===== src/rtl/nn_fp_pkg.sv =====
// ---------------------------------------------------------------------------
// nn_fp_pkg
// Shared floating-point helpers for the dot-product result path.
//   - Exception flag bit positions and the exc_t flag vector type.
//   - is_nan  : NaN detection for a format of exp_width/mant_width.
//   - fp_relu : ReLU on a raw floating-point word (negatives, -0 and -inf
//               become +0; NaNs pass through untouched).
// Words are carried in a FP_MAX_W container so one function serves any
// format up to 64 bits. The layout is {sign, exponent, fraction}, where
// mant_width counts the sign bit plus the stored fraction bits, so the
// fraction field is mant_width-1 bits wide.
// ---------------------------------------------------------------------------
package nn_fp_pkg;

    localparam int EXC_W         = 5;
    localparam int EXC_INVALID   = 4;
    localparam int EXC_DIVZERO   = 3;
    localparam int EXC_OVERFLOW  = 2;
    localparam int EXC_UNDERFLOW = 1;
    localparam int EXC_INEXACT   = 0;

    localparam int FP_MAX_W = 64;

    typedef logic [EXC_W-1:0]    exc_t;
    typedef logic [FP_MAX_W-1:0] fp_word_t;

    // NaN: exponent all ones and a non-zero fraction.
    function automatic logic is_nan(input fp_word_t x,
                                    input int exp_width,
                                    input int mant_width);
        fp_word_t exp_mask;
        fp_word_t frac_mask;
        fp_word_t exp_field;
        fp_word_t frac_field;
        exp_mask   = (fp_word_t'(1) << exp_width) - fp_word_t'(1);
        frac_mask  = (fp_word_t'(1) << (mant_width - 1)) - fp_word_t'(1);
        exp_field  = (x >> (mant_width - 1)) & exp_mask;
        frac_field = x & frac_mask;
        return (exp_field == exp_mask) && (frac_field != '0);
    endfunction

    // Any value with the sign set that is not a NaN collapses to +0 when the
    // activation is enabled. A NaN keeps its sign so the payload survives.
    function automatic fp_word_t fp_relu(input fp_word_t x,
                                         input logic act_en,
                                         input int exp_width,
                                         input int mant_width);
        fp_word_t sign_bit;
        sign_bit = (x >> (exp_width + mant_width - 1)) & fp_word_t'(1);
        if (act_en && (sign_bit != '0) && !is_nan(x, exp_width, mant_width)) begin
            return '0;
        end
        return x;
    endfunction

endpackage


===== src/rtl/fp_result_fifo.sv =====
// ---------------------------------------------------------------------------
// fp_result_fifo
// Generic first-word-fall-through FIFO with an occupancy output.
//   clk, rst_n            : clock, asynchronous active-low reset
//   wr_valid / wr_ready   : write handshake (wr_ready = !full)
//   wr_data               : entry to store
//   rd_valid / rd_ready   : read handshake (rd_valid = !empty)
//   rd_data               : head entry, forced to 0 while empty
//   level                 : number of occupied entries
// DEPTH must be a power of two (>= 2) so the pointers wrap on their own;
// level is one bit wider than the pointers and tells full from empty.
// wr_ready depends only on the stored level, never on rd_ready, so a full
// FIFO refuses a write even in a cycle where it is also being read.
// ---------------------------------------------------------------------------
module fp_result_fifo #(
    parameter int WIDTH = 37,
    parameter int DEPTH = 4,
    localparam int PTR_W = $clog2(DEPTH),
    localparam int LVL_W = PTR_W + 1
) (
    input  logic             clk,
    input  logic             rst_n,
    input  logic             wr_valid,
    output logic             wr_ready,
    input  logic [WIDTH-1:0] wr_data,
    output logic             rd_valid,
    input  logic             rd_ready,
    output logic [WIDTH-1:0] rd_data,
    output logic [LVL_W-1:0] level
);

    localparam logic [LVL_W-1:0] FULL_LEVEL = LVL_W'(DEPTH);

    logic [WIDTH-1:0] mem [DEPTH];

    logic [PTR_W-1:0] wr_ptr_reg;
    logic [PTR_W-1:0] wr_ptr_next;
    logic [PTR_W-1:0] rd_ptr_reg;
    logic [PTR_W-1:0] rd_ptr_next;
    logic [LVL_W-1:0] level_reg;
    logic [LVL_W-1:0] level_next;

    logic full;
    logic empty;
    logic wr_en;
    logic rd_en;

    assign full     = (level_reg == FULL_LEVEL);
    assign empty    = (level_reg == '0);
    assign wr_ready = !full;
    assign rd_valid = !empty;
    assign wr_en    = wr_valid && !full;
    assign rd_en    = rd_ready && !empty;
    assign level    = level_reg;

    // Fall-through read: the head entry is visible without a read strobe.
    assign rd_data  = empty ? '0 : mem[rd_ptr_reg];

    always_comb begin
        wr_ptr_next = wr_ptr_reg;
        rd_ptr_next = rd_ptr_reg;
        level_next  = level_reg;
        if (wr_en) begin
            wr_ptr_next = wr_ptr_reg + PTR_W'(1);
        end
        if (rd_en) begin
            rd_ptr_next = rd_ptr_reg + PTR_W'(1);
        end
        case ({wr_en, rd_en})
            2'b10:   level_next = level_reg + LVL_W'(1);
            2'b01:   level_next = level_reg - LVL_W'(1);
            default: level_next = level_reg;
        endcase
    end

    always_ff @(posedge clk or negedge rst_n) begin
        if (!rst_n) begin
            wr_ptr_reg <= '0;
            rd_ptr_reg <= '0;
            level_reg  <= '0;
        end else begin
            wr_ptr_reg <= wr_ptr_next;
            rd_ptr_reg <= rd_ptr_next;
            level_reg  <= level_next;
        end
    end

    // Storage is deliberately left without reset; the pointers define what
    // is valid.
    always_ff @(posedge clk) begin
        if (wr_en) begin
            mem[wr_ptr_reg] <= wr_data;
        end
    end

endmodule


===== src/rtl/relu_result_buffer.sv =====
// ---------------------------------------------------------------------------
// relu_result_buffer
// Output stage of the floating-point dot-product unit: optional ReLU on each
// result, FWFT buffering toward the next layer, sticky exception flags and a
// delivered-result counter.
//   clk, rst_n                 : clock, asynchronous active-low reset
//   act_en                     : 1 = ReLU, 0 = identity (taken with the push)
//   in_valid/in_ready          : upstream handshake, in_data + in_exc
//   out_valid/out_ready        : downstream handshake, out_data + out_exc
//   level                      : occupied FIFO entries
//   sticky_exc / clr_sticky    : OR of accepted flags, synchronous clear
//   result_count               : completed output handshakes (wrapping)
// ---------------------------------------------------------------------------
module relu_result_buffer
    import nn_fp_pkg::*;
#(
    parameter int exp_width  = 8,
    parameter int mant_width = 24,
    parameter int DEPTH      = 4,
    parameter int CNT_W      = 16,
    localparam int DATA_W    = exp_width + mant_width,
    localparam int LVL_W     = $clog2(DEPTH) + 1
) (
    input  logic              clk,
    input  logic              rst_n,
    input  logic              act_en,
    input  logic              in_valid,
    output logic              in_ready,
    input  logic [DATA_W-1:0] in_data,
    input  logic [4:0]        in_exc,
    output logic              out_valid,
    input  logic              out_ready,
    output logic [DATA_W-1:0] out_data,
    output logic [4:0]        out_exc,
    output logic [LVL_W-1:0]  level,
    output logic [4:0]        sticky_exc,
    input  logic              clr_sticky,
    output logic [CNT_W-1:0]  result_count
);

    localparam int ENTRY_W = DATA_W + EXC_W;

    fp_word_t          relu_wide;
    logic [DATA_W-1:0] act_data;
    logic [ENTRY_W-1:0] wr_entry;
    logic [ENTRY_W-1:0] head_entry;

    logic push;
    logic pop;

    exc_t             sticky_reg;
    exc_t             sticky_next;
    logic [CNT_W-1:0] count_reg;
    logic [CNT_W-1:0] count_next;

    // Activation happens before storage so the FIFO holds final values.
    always_comb begin
        relu_wide = fp_relu(FP_MAX_W'(in_data), act_en, exp_width, mant_width);
    end

    assign act_data = relu_wide[DATA_W-1:0];

    generate
        if (DATA_W < FP_MAX_W) begin : g_container_pad
            logic unused_hi;
            assign unused_hi = ^relu_wide[FP_MAX_W-1:DATA_W];
        end
    endgenerate

    assign wr_entry = {in_exc, act_data};

    fp_result_fifo #(
        .WIDTH (ENTRY_W),
        .DEPTH (DEPTH)
    ) u_fifo (
        .clk      (clk),
        .rst_n    (rst_n),
        .wr_valid (in_valid),
        .wr_ready (in_ready),
        .wr_data  (wr_entry),
        .rd_valid (out_valid),
        .rd_ready (out_ready),
        .rd_data  (head_entry),
        .level    (level)
    );

    assign out_data = head_entry[DATA_W-1:0];
    assign out_exc  = head_entry[ENTRY_W-1:DATA_W];

    assign push = in_valid && in_ready;
    assign pop  = out_valid && out_ready;

    // Clear first, then OR in the new flags, so a push in the clear cycle
    // is not lost.
    always_comb begin
        sticky_next = (clr_sticky ? '0 : sticky_reg) | (push ? in_exc : '0);
        count_next  = pop ? count_reg + CNT_W'(1) : count_reg;
    end

    always_ff @(posedge clk or negedge rst_n) begin
        if (!rst_n) begin
            sticky_reg <= '0;
            count_reg  <= '0;
        end else begin
            sticky_reg <= sticky_next;
            count_reg  <= count_next;
        end
    end

    assign sticky_exc   = sticky_reg;
    assign result_count = count_reg;

endmodule


===== config.mk =====
export PLATFORM = sky130hd
export DESIGN_NAME = relu_result_buffer
export DESIGN_NICKNAME = d
export VERILOG_FILES = /design/src/rtl/nn_fp_pkg.sv /design/src/rtl/fp_result_fifo.sv /design/src/rtl/relu_result_buffer.sv
export SDC_FILE = /design/constraint.sdc
export NUM_CORES = 1
export LEC_CHECK = 0
export CAP_MARGIN = 0
export CELL_PAD_IN_SITES_DETAIL_PLACEMENT = 0
export CELL_PAD_IN_SITES_GLOBAL_PLACEMENT = 1
export CORE_ASPECT_RATIO = 0.7
export CORE_UTILIZATION = 46
export DETAILED_ROUTE_END_ITERATION = 16
export PLACE_DENSITY_LB_ADDON = 0.08
export SYNTH_ARGS = -nofsm -noshare
export SYNTH_HDL_FRONTEND = slang
export SYNTH_SLANG_ARGS = --single-unit

===== constraint.sdc =====
create_clock -name clk -period 2.24 [get_ports clk]
set_input_delay 0.336 -clock clk [delete_from_list [all_inputs] [get_ports clk]]
set_output_delay 0.336 -clock clk [all_outputs]
set_load 0.03 [all_outputs]

# == Word-level counts from Yosys, hierarchy flattened ==
# Memories as Yosys holds them, arrays and structs flattened.
# Cells that the tools add are included.
# word_totals
register_bits,28
ram_bits,148
out_inout_bits,63
word_cells,36
n_memories,1
# memory_table
name,words,width,rd,rd_ports_with_merged_regs,write_ports,line,rtl
u_fifo.mem,4,37,1,0,1,fp_result_fifo.sv:34,logic [WIDTH-1:0] mem [DEPTH];
# op_classes
n_addsub,5
n_eq_ne,4
mux,9
bitwise,1
n_reduce_logical,11
# ops
operator,count
$mux W32,2
$reduce_bool A64 Y1,1
$mux W37,1
$add A16 B1 Y16 const B,1
$mux W5,2
$eq A8 B8 Y1 const B,1
$pmux W3 S2,1
$logic_and A1 B1 Y1,5
$or A5 B5 Y5,1
$add A2 B1 Y2 const B,2
$add A3 B1 Y3 const B,1
$eq A3 B3 Y1 const B,1
$logic_not A1 Y1,3
$logic_not A3 Y1,1
$mux W1,3
$sub A3 B1 Y3 const B,1
$eq A2 B1 Y1 const B,1
$eq A2 B2 Y1 const B,1
$reduce_bool A2 Y1,1

# == Longest topological paths before layout ==
# Gate-level depths: netlist of the first run.
# depth
word_depth,6
mapped_depth,11

# == Modules after synthesis ==
# A second synthesis of the first run with hierarchy kept.
# hier_totals
cells_unflattened,398
area_unflattened_um2,7186.9
# by_module_without_submodules
module,n_inst,cells_each,area_each_um2
fp_result_fifo,1,271,6000.8
relu_result_buffer,1,127,1186.1

# == Worst setup path before layout of the first run ==
# Ideal clock, no wire load.
# synth_path
path_type,reg-to-reg
startpoint,"register u_fifo.level_reg[0], in the netlist u_fifo.level[0]"
endpoint,"register u_fifo.level_reg[2], in the netlist u_fifo.level[2]"
setup_ns,0.081
arrival_ns,2.314
setup_slack_ns,-0.155
stages_incl_launch_ff,12
n_path_buf,1
path_cell_list,dfrtp_1 -> inv_1 -> nand3_2 -> and2_1 -> buf_2 -> inv_1 -> ha_1 -> inv_1 -> fa_1 -> xor2_1 -> nor2_1 -> xor2_1
# synth_between
elab_chain_cells,5
elab_cells_between_ends,12
classes_between,add/sub (2); eq/ne (3); mux (1); reduce/logical (6)
# synth_rtl
item,line,rtl
from (decl),fp_result_fifo.sv:40,logic [LVL_W-1:0] level_reg;
from (signal assigned),fp_result_fifo.sv:84,level_reg <= level_next;
$eq A3 B3 Y1 (*),fp_result_fifo.sv:48,assign full = (level_reg == FULL_LEVEL);
$logic_not A1 Y1 (*),n/a,
named net in_ready,relu_result_buffer.sv:28,"output logic in_ready,"
$logic_and A1 B1 Y1 (*),fp_result_fifo.sv:52,assign wr_en = wr_valid && !full;
$eq A2 B1 Y1 or $eq A2 B2 Y1 (tied branches),fp_result_fifo.sv:69,"case ({wr_en, rd_en})"
$pmux W3 S2 or $reduce_bool A2 Y1 (tied branches),n/a,
# Mark *: on every way through the listed nets, which the timed path passes. The rest lies on a longest branch.
# A chain may end at the register's enable or synchronous reset.

# == Worst setup path after layout of the first run ==
# layout_path
startpoint,register u_fifo.rd_ptr_reg[0]
endpoint,output out_data[31]
# layout_between
elab_chain_cells,2
# layout_rtl
item,line,rtl
from (decl),fp_result_fifo.sv:38,logic [PTR_W-1:0] rd_ptr_reg;
from (signal assigned),fp_result_fifo.sv:83,rd_ptr_reg <= rd_ptr_next;
$mem_v2 Z4 W37,n/a,
$mux W37,fp_result_fifo.sv:57,assign rd_data = empty ? '0 : mem[rd_ptr_reg];
to (decl),relu_result_buffer.sv:33,"output logic [DATA_W-1:0] out_data,"
# Every way passes these cells.

==> results of run 1 <==
## metal layers
layer | global-route usage [%] | up-vias | wire, µm
met1 | 27.3 | 2004 | 6830
met3 | 4.38 | 7 | 739
li1 | - | 1808 | -
met4 | 5.80 | 0 | 106
met2 | 28.3 | 104 | 6590
met5 | 0 | - | 0
## final timing paths
path,startpoint,end,slack [ps],cells after the start
hold reg to reg,result_count[15]$_DFFE_PN0P_,result_count[15]$_DFFE_PN0P_,470,1
setup reg to reg,u_fifo.level[0]$_DFFE_PN0P_,u_fifo.level[2]$_DFFE_PN0P_,170,11
hold / removal,rst_n,result_count[9]$_DFFE_PN0P_,300,2
max in group asynchronous,rst_n,u_fifo.rd_ptr_reg[1]$_DFFE_PN0P_,1640,2
setup / recovery,u_fifo.rd_ptr_reg[0]$_DFFE_PN0P_,out_data[31],-120,6
min in group clk,result_count[15]$_DFFE_PN0P_,result_count[15]$_DFFE_PN0P_,470,1
## cells in the mapped netlist (2+ instances only)
master	count	area [µm²]
and3_1	6	37.5
buf_4	2	15.0
nand3_1	4	20.0
nor2_1	4	15.0
ha_1	6	75.1
nor3_1	4	20.0
nor2b_1	38	238
and4_1	3	26.3
buf_2	6	30.0
a22o_1	5	43.8
inv_1	9	33.8
clkbuf_1	8	30.0
xnor2_1	15	131
xor2_1	6	52.6
nand2_1	13	48.8
dfrtp_1	28	701
mux4_2	37	833
nor3b_1	8	60.1
edfxtp_1	148	4440
or4_1	2	15.0
o21ai_0	2	10.0
nor4_1	3	18.8
nand4_1	5	31.3
and2b_1	22	165
## worst max-delay path, stage by stage (launching register included)
cell and delay (ps):
dfrtp_2 450, buf_12 140, buf_12 130, buf_6 100
mux4_2 490, nor2b_4 160, buf_6 140
## cell type report
| class | instances | share of cell area (%) |
|---|---|---|
| timing repair buffer | 142 | 16.0 |
| clock buffer | 19 | 4.54 |
| clock inverter | 13 | 1.02 |
| tap | 195 | 2.56 |
| multi-input combinational | 192 | 21.4 |
| sequential | 176 | 54.1 |
| inverter | 9 | 0.355 |
## stage by stage
| stage | util [%] | hold slack, ps | cells | total power [mW] | TNS, ps |
|---|---|---|---|---|---|
| floorplan | - | 40.4 | 394 | 8.06 | 0 |
| global placement | 58.5 | 461 | 705 | 10.3 | -3220 |
| detailed placement | 58.5 | 462 | 705 | 10.4 | -2480 |
| CTS | 62.4 | 297 | 738 | 13.0 | -4340 |
| global route | 63.5 | 338 | 746 | 14.0 | -4210 |
| finish | 63.5 | 296 | 746 | 13.4 | -1560 |
## kinds of logic after synthesis
kind of cell / after synthesis
compound gates: 10
xor+xnor: 21
fa+ha+maj: 7
buf+inv: 26
flops: 176
mux: 38
simple gates: 116
## timing repair
action	in CTS	in global routing
setup endpoints to repair	37	37
setup buffers	1	7
resized for setup	95	139
gates cloned	0	1
## power by group
part           switching (mW)  leakage, nW  internal (mW)
Sequential              0.264         1.72           4.32
Clock                    1.15        0.256           1.51
Combinational            3.21         1.52           2.94
Total                    4.63         3.49           8.76
==> out/metrics.cfg, run 1 <==
[logic_synthesis]
synth_xor_area_share_pct=2.55
synthMuxAreaShare_pct=11.7
synth-seq-cells=176
ys_types=34
synth_compound_area_share_pct=1.27
synth_ff_type=edfxtp_1
syn_area_per_cell_um2=18.3
synth_enable_flop_cells=148
synth_top_family_by_area=multiplexers
syn-cell-area_mm2=0.00722
synth_fa_ha_area_share_pct=1.32
syn-num-nets=444
synthArstFlopShare_pct=15.9
ys_seq_area_share_pct=71.3
syn_inst=394
synth-simple-area-share_pct=10.2
synth_warnings=0

[placement]
hpwl_mm=8.98
finalWeightedCongestion=0.721
port_buffers=105
postPlaceCellArea_mm2=0.00878
place_ws_ps=-80.4

[power_and_ir_drop]
power_density_mw_per_mm2=1410
irDropWorstVdd_v=0.000772
leakage_nw=3.49

[timing]
slew_viol_final=0
slew_headroom_pct=66.2
fin_skew_ps=6.12
rsz0062_at_grt=true
setup_viol=29
hold_viol=0
period_needed_ps=2360
fin_crit_sh_pct=105
max_freq_mhz=423
tightestPinTransition_ps=506
finalWorstSetupSlack_ps=-122

[floorplan]
pin_count=106
start_util_pct=48.1
die_area_mm2=0.0162
core_mm2=0.0150
rows=37
fp.dieH_um=107
die-width_um=152

[finish]
drive_gt1_share_pct=29.4
multiInputGateArea_mm2=0.00204
largest_reg_flops=148
mostFrequentLayoutCell=edfxtp_1
design_area_mm2=0.00953
top_register=u_fifo.mem
num-fill-cells=1102
syn_to_final_growth_pct=32.0
final_nets=588
seq_area_mm2=0.00515
antenna_cells=0
final_cell_mix=edfxtp_1, clkdlybuf4s50_1, mux4_2

[global_route]
track_usage_pct=18.8
grt_overflow_total=0
grt_pass1_wl_mm=21.9
grt_max_degree=39
antenna_found_initial=0
grt_pass1_vias=4056

[job]
cap_violations=0

[outcome]
violations=negative setup slack
status=complete, but fails checks

[clocking]
cts_buffers=17
worstSkewPairLatency_ps=420
holdBufCountCts=0
cts_tree=built
numClockSinks=176
cts_max_path_buffers=2
clockRootBuffer=clkbuf_16
path_clk_slew_ps=60
htree_num_levels=4

[drt]
drc_errors=0
wl_per_cell_um=19.1
drt_wl_total_mm=14.3
vias=3923
postRouteAntennaNets=0
avgViaCountPerCell=5.26
drt-pass1-iter-count=4
drtIter0Drc=216

[setup_path]
crit_fanout=7
critical_path_required_ps=1900
critPathCaptureType=primary output
cp-start-kind=flop
crit_arrival_ps=2030
criticalPathCategory=flop to primary output

[min_path]
hp-class=input port to async pin

Note: power is estimated with default switching activity, not from simulation.
==> run 2: changes to the inputs <==
SKIP_LAST_GASP = 1   (was not set)
==> out/metrics.cfg, run 2 (same netlist as run 1, synthesis figures left out) <==
[placement]
finalWeightedCongestion=0.721  ; unchanged
hpwl_mm=8.98  ; unchanged
place_ws_ps=-80.4  ; unchanged
port_buffers=105  ; unchanged

[drt]
avgViaCountPerCell=5.26  ; about the same
vias=3977  ; +1.4%
postRouteAntennaNets=0  ; unchanged
drt_wl_total_mm=14.4  ; +1.2%
drtIter0Drc=168  ; -22%
wl_per_cell_um=19.1  ; -0.11%
drc_errors=0  ; unchanged
drt-pass1-iter-count=4  ; unchanged

[timing]
slew_headroom_pct=67.0  ; +0.81 points
fin_crit_sh_pct=108  ; +2.7 points
fin_skew_ps=6.00  ; -0.125 ps
rsz0062_at_grt=true
period_needed_ps=2420  ; +60.1 ps
setup_viol=30  ; +3.4%
hold_viol=0  ; unchanged
tightestPinTransition_ps=494  ; -12.1 ps
slew_viol_final=0  ; unchanged
finalWorstSetupSlack_ps=-182  ; -60.1 ps
max_freq_mhz=413  ; -2.5%

[outcome]
violations=negative setup slack
status=complete, but fails checks

[floorplan]
rows=37  ; unchanged
pin_count=106  ; unchanged
start_util_pct=48.1  ; unchanged
die_area_mm2=0.0162  ; unchanged
core_mm2=0.0150  ; unchanged
fp.dieH_um=107  ; unchanged
die-width_um=152  ; unchanged

[power_and_ir_drop]
irDropWorstVdd_v=0.000742  ; -3.8%
leakage_nw=3.57  ; +2.1%
power_density_mw_per_mm2=1420  ; +0.76%
p_total_mw=13.7  ; +2.2%

[clocking]
numClockSinks=176  ; unchanged
htree_num_levels=4  ; unchanged
cts_tree=built
cts_buffers=17  ; unchanged
cts_max_path_buffers=2  ; unchanged
worstSkewPairLatency_ps=420  ; about the same
path_clk_slew_ps=60  ; about the same
clockRootBuffer=clkbuf_16

[setup_path]
crit_top_cell=buf_6
slowest_stage=mux4_2
r2r_slack_ps=170  ; about the same
crit_arrival_ps=2090  ; +60 ps
crit_fanout=6  ; -1
critPathCaptureType=primary output
critical_path_required_ps=1900  ; about the same
path_cells=buf_6 -> clkbuf_16 -> buf_6 -> mux4_2 -> and2b_1 -> buf_6
cp-start-kind=flop
max_stage_delay_ps=520  ; +30 ps
criticalPathCategory=flop to primary output

[finish]
largest_reg_flops=148  ; unchanged
mostFrequentLayoutCell=edfxtp_1
seq_area_mm2=0.00515  ; unchanged
top_register=u_fifo.mem
num-fill-cells=1083  ; -1.7%
drive_gt1_share_pct=30.8  ; +1.4 points
final_cell_mix=edfxtp_1, clkdlybuf4s50_1, mux4_2
syn_to_final_growth_pct=33.9
final_nets=598  ; +1.7%
antenna_cells=0  ; unchanged
multiInputGateArea_mm2=0.00205  ; +0.31%

[min_path]
hp-class=input port to async pin

[global_route]
grt_overflow_total=0  ; unchanged
grt_max_degree=39  ; unchanged
grt_pass1_wl_mm=21.9  ; -0.12%
grt_pass1_vias=4041  ; -0.37%
antenna_found_initial=0  ; unchanged
track_usage_pct=18.8  ; about the same

[job]
cap_violations=0  ; unchanged

==> run 2: changes by cell type in the layout (fill, tap and decap cells not counted), moves of 2 or more <==
cell | before | now
buf_12 | 12 | 17
buf_2 | 6 | 3
buf_4 | 22 | 24
buf_6 | 31 | 34
clkbuf_2 | 0 | 4
==> run 2: metrics by stage <==
stage | utilization, % | cell area, µm² | hold slack (ps) | setup TNS [ps] | cells
6_report | 64.4 | 9670 | 292 | -2950 | 756
3_5_place_dp | 58.5 | 8780 | 462 | -2480 | 705
3_3_place_gp | 58.5 | 8780 | 461 | -3220 | 705
5_1_grt | 64.4 | 9670 | 338 | -5400 | 756
2_1_floorplan | - | 7230 | 40.4 | 0 | 394
4_1_cts | 61.9 | 9280 | 297 | -5970 | 738
==> run 2: layout make-up <==
| class | count | area share (%) |
|---|---|---|
| well taps | 195 | 2.52 |
| clock inverters | 13 | 1.01 |
| repair buffers | 152 | 17.2 |
| clock buffers | 19 | 4.48 |
| inverters | 9 | 0.350 |
| flip-flops and latches | 176 | 53.3 |
| multi-input cells | 192 | 21.2 |
==> run 2: routing by layer <==
metal	vias to the layer above	part of all wire [%]	track usage [%]
met5	-	0	0
met4	0	0.89	5.80
met3	10	3.8	4.89
met2	83	47	28.1
met1	2060	49	27.1
li1	1824	-	-
==> run 2: path summary, 6_finish.rpt <==
check | depth (start not counted) | to | from
worst min-delay path | 2 | result_count[13]$_DFFE_PN0P_ | rst_n
worst min register to register | 1 | result_count[15]$_DFFE_PN0P_ | result_count[15]$_DFFE_PN0P_
worst max register to register | 11 | u_fifo.level[2]$_DFFE_PN0P_ | u_fifo.level[0]$_DFFE_PN0P_
max in group asynchronous | 2 | u_fifo.level[2]$_DFFE_PN0P_ | rst_n
worst max-delay path | 6 | out_data[10] | u_fifo.rd_ptr_reg[0]$_DFFE_PN0P_
min in group clk | 1 | result_count[15]$_DFFE_PN0P_ | result_count[15]$_DFFE_PN0P_
==> run 2: worst max-delay path: cells and delay by family, from the launching register on <==
family,cells,cell delay [ps]
and+or+nand+nor,1,200
muxes,1,520
DFF,1,450
buffers and inverters,4,500
==> run 2: where the power goes <==
| group | leakage [nW] | switching [mW] | internal [mW] | total [mW] |
|---|---|---|---|---|
| combinational | 1.59 | 3.29 | 3.16 | 6.45 |
| sequential | 1.72 | 0.266 | 4.32 | 4.58 |
| clock | 0.256 | 1.15 | 1.51 | 2.65 |
| total | 3.57 | 4.70 | 8.99 | 13.7 |
==> run 2: repair_timing <==
item,4_1_cts,5_1_grt
setup buffers,1,17
endpoints found under the setup margin,37,37
gates cloned,0,1
resized for setup,47,169
hold buffers,0,0
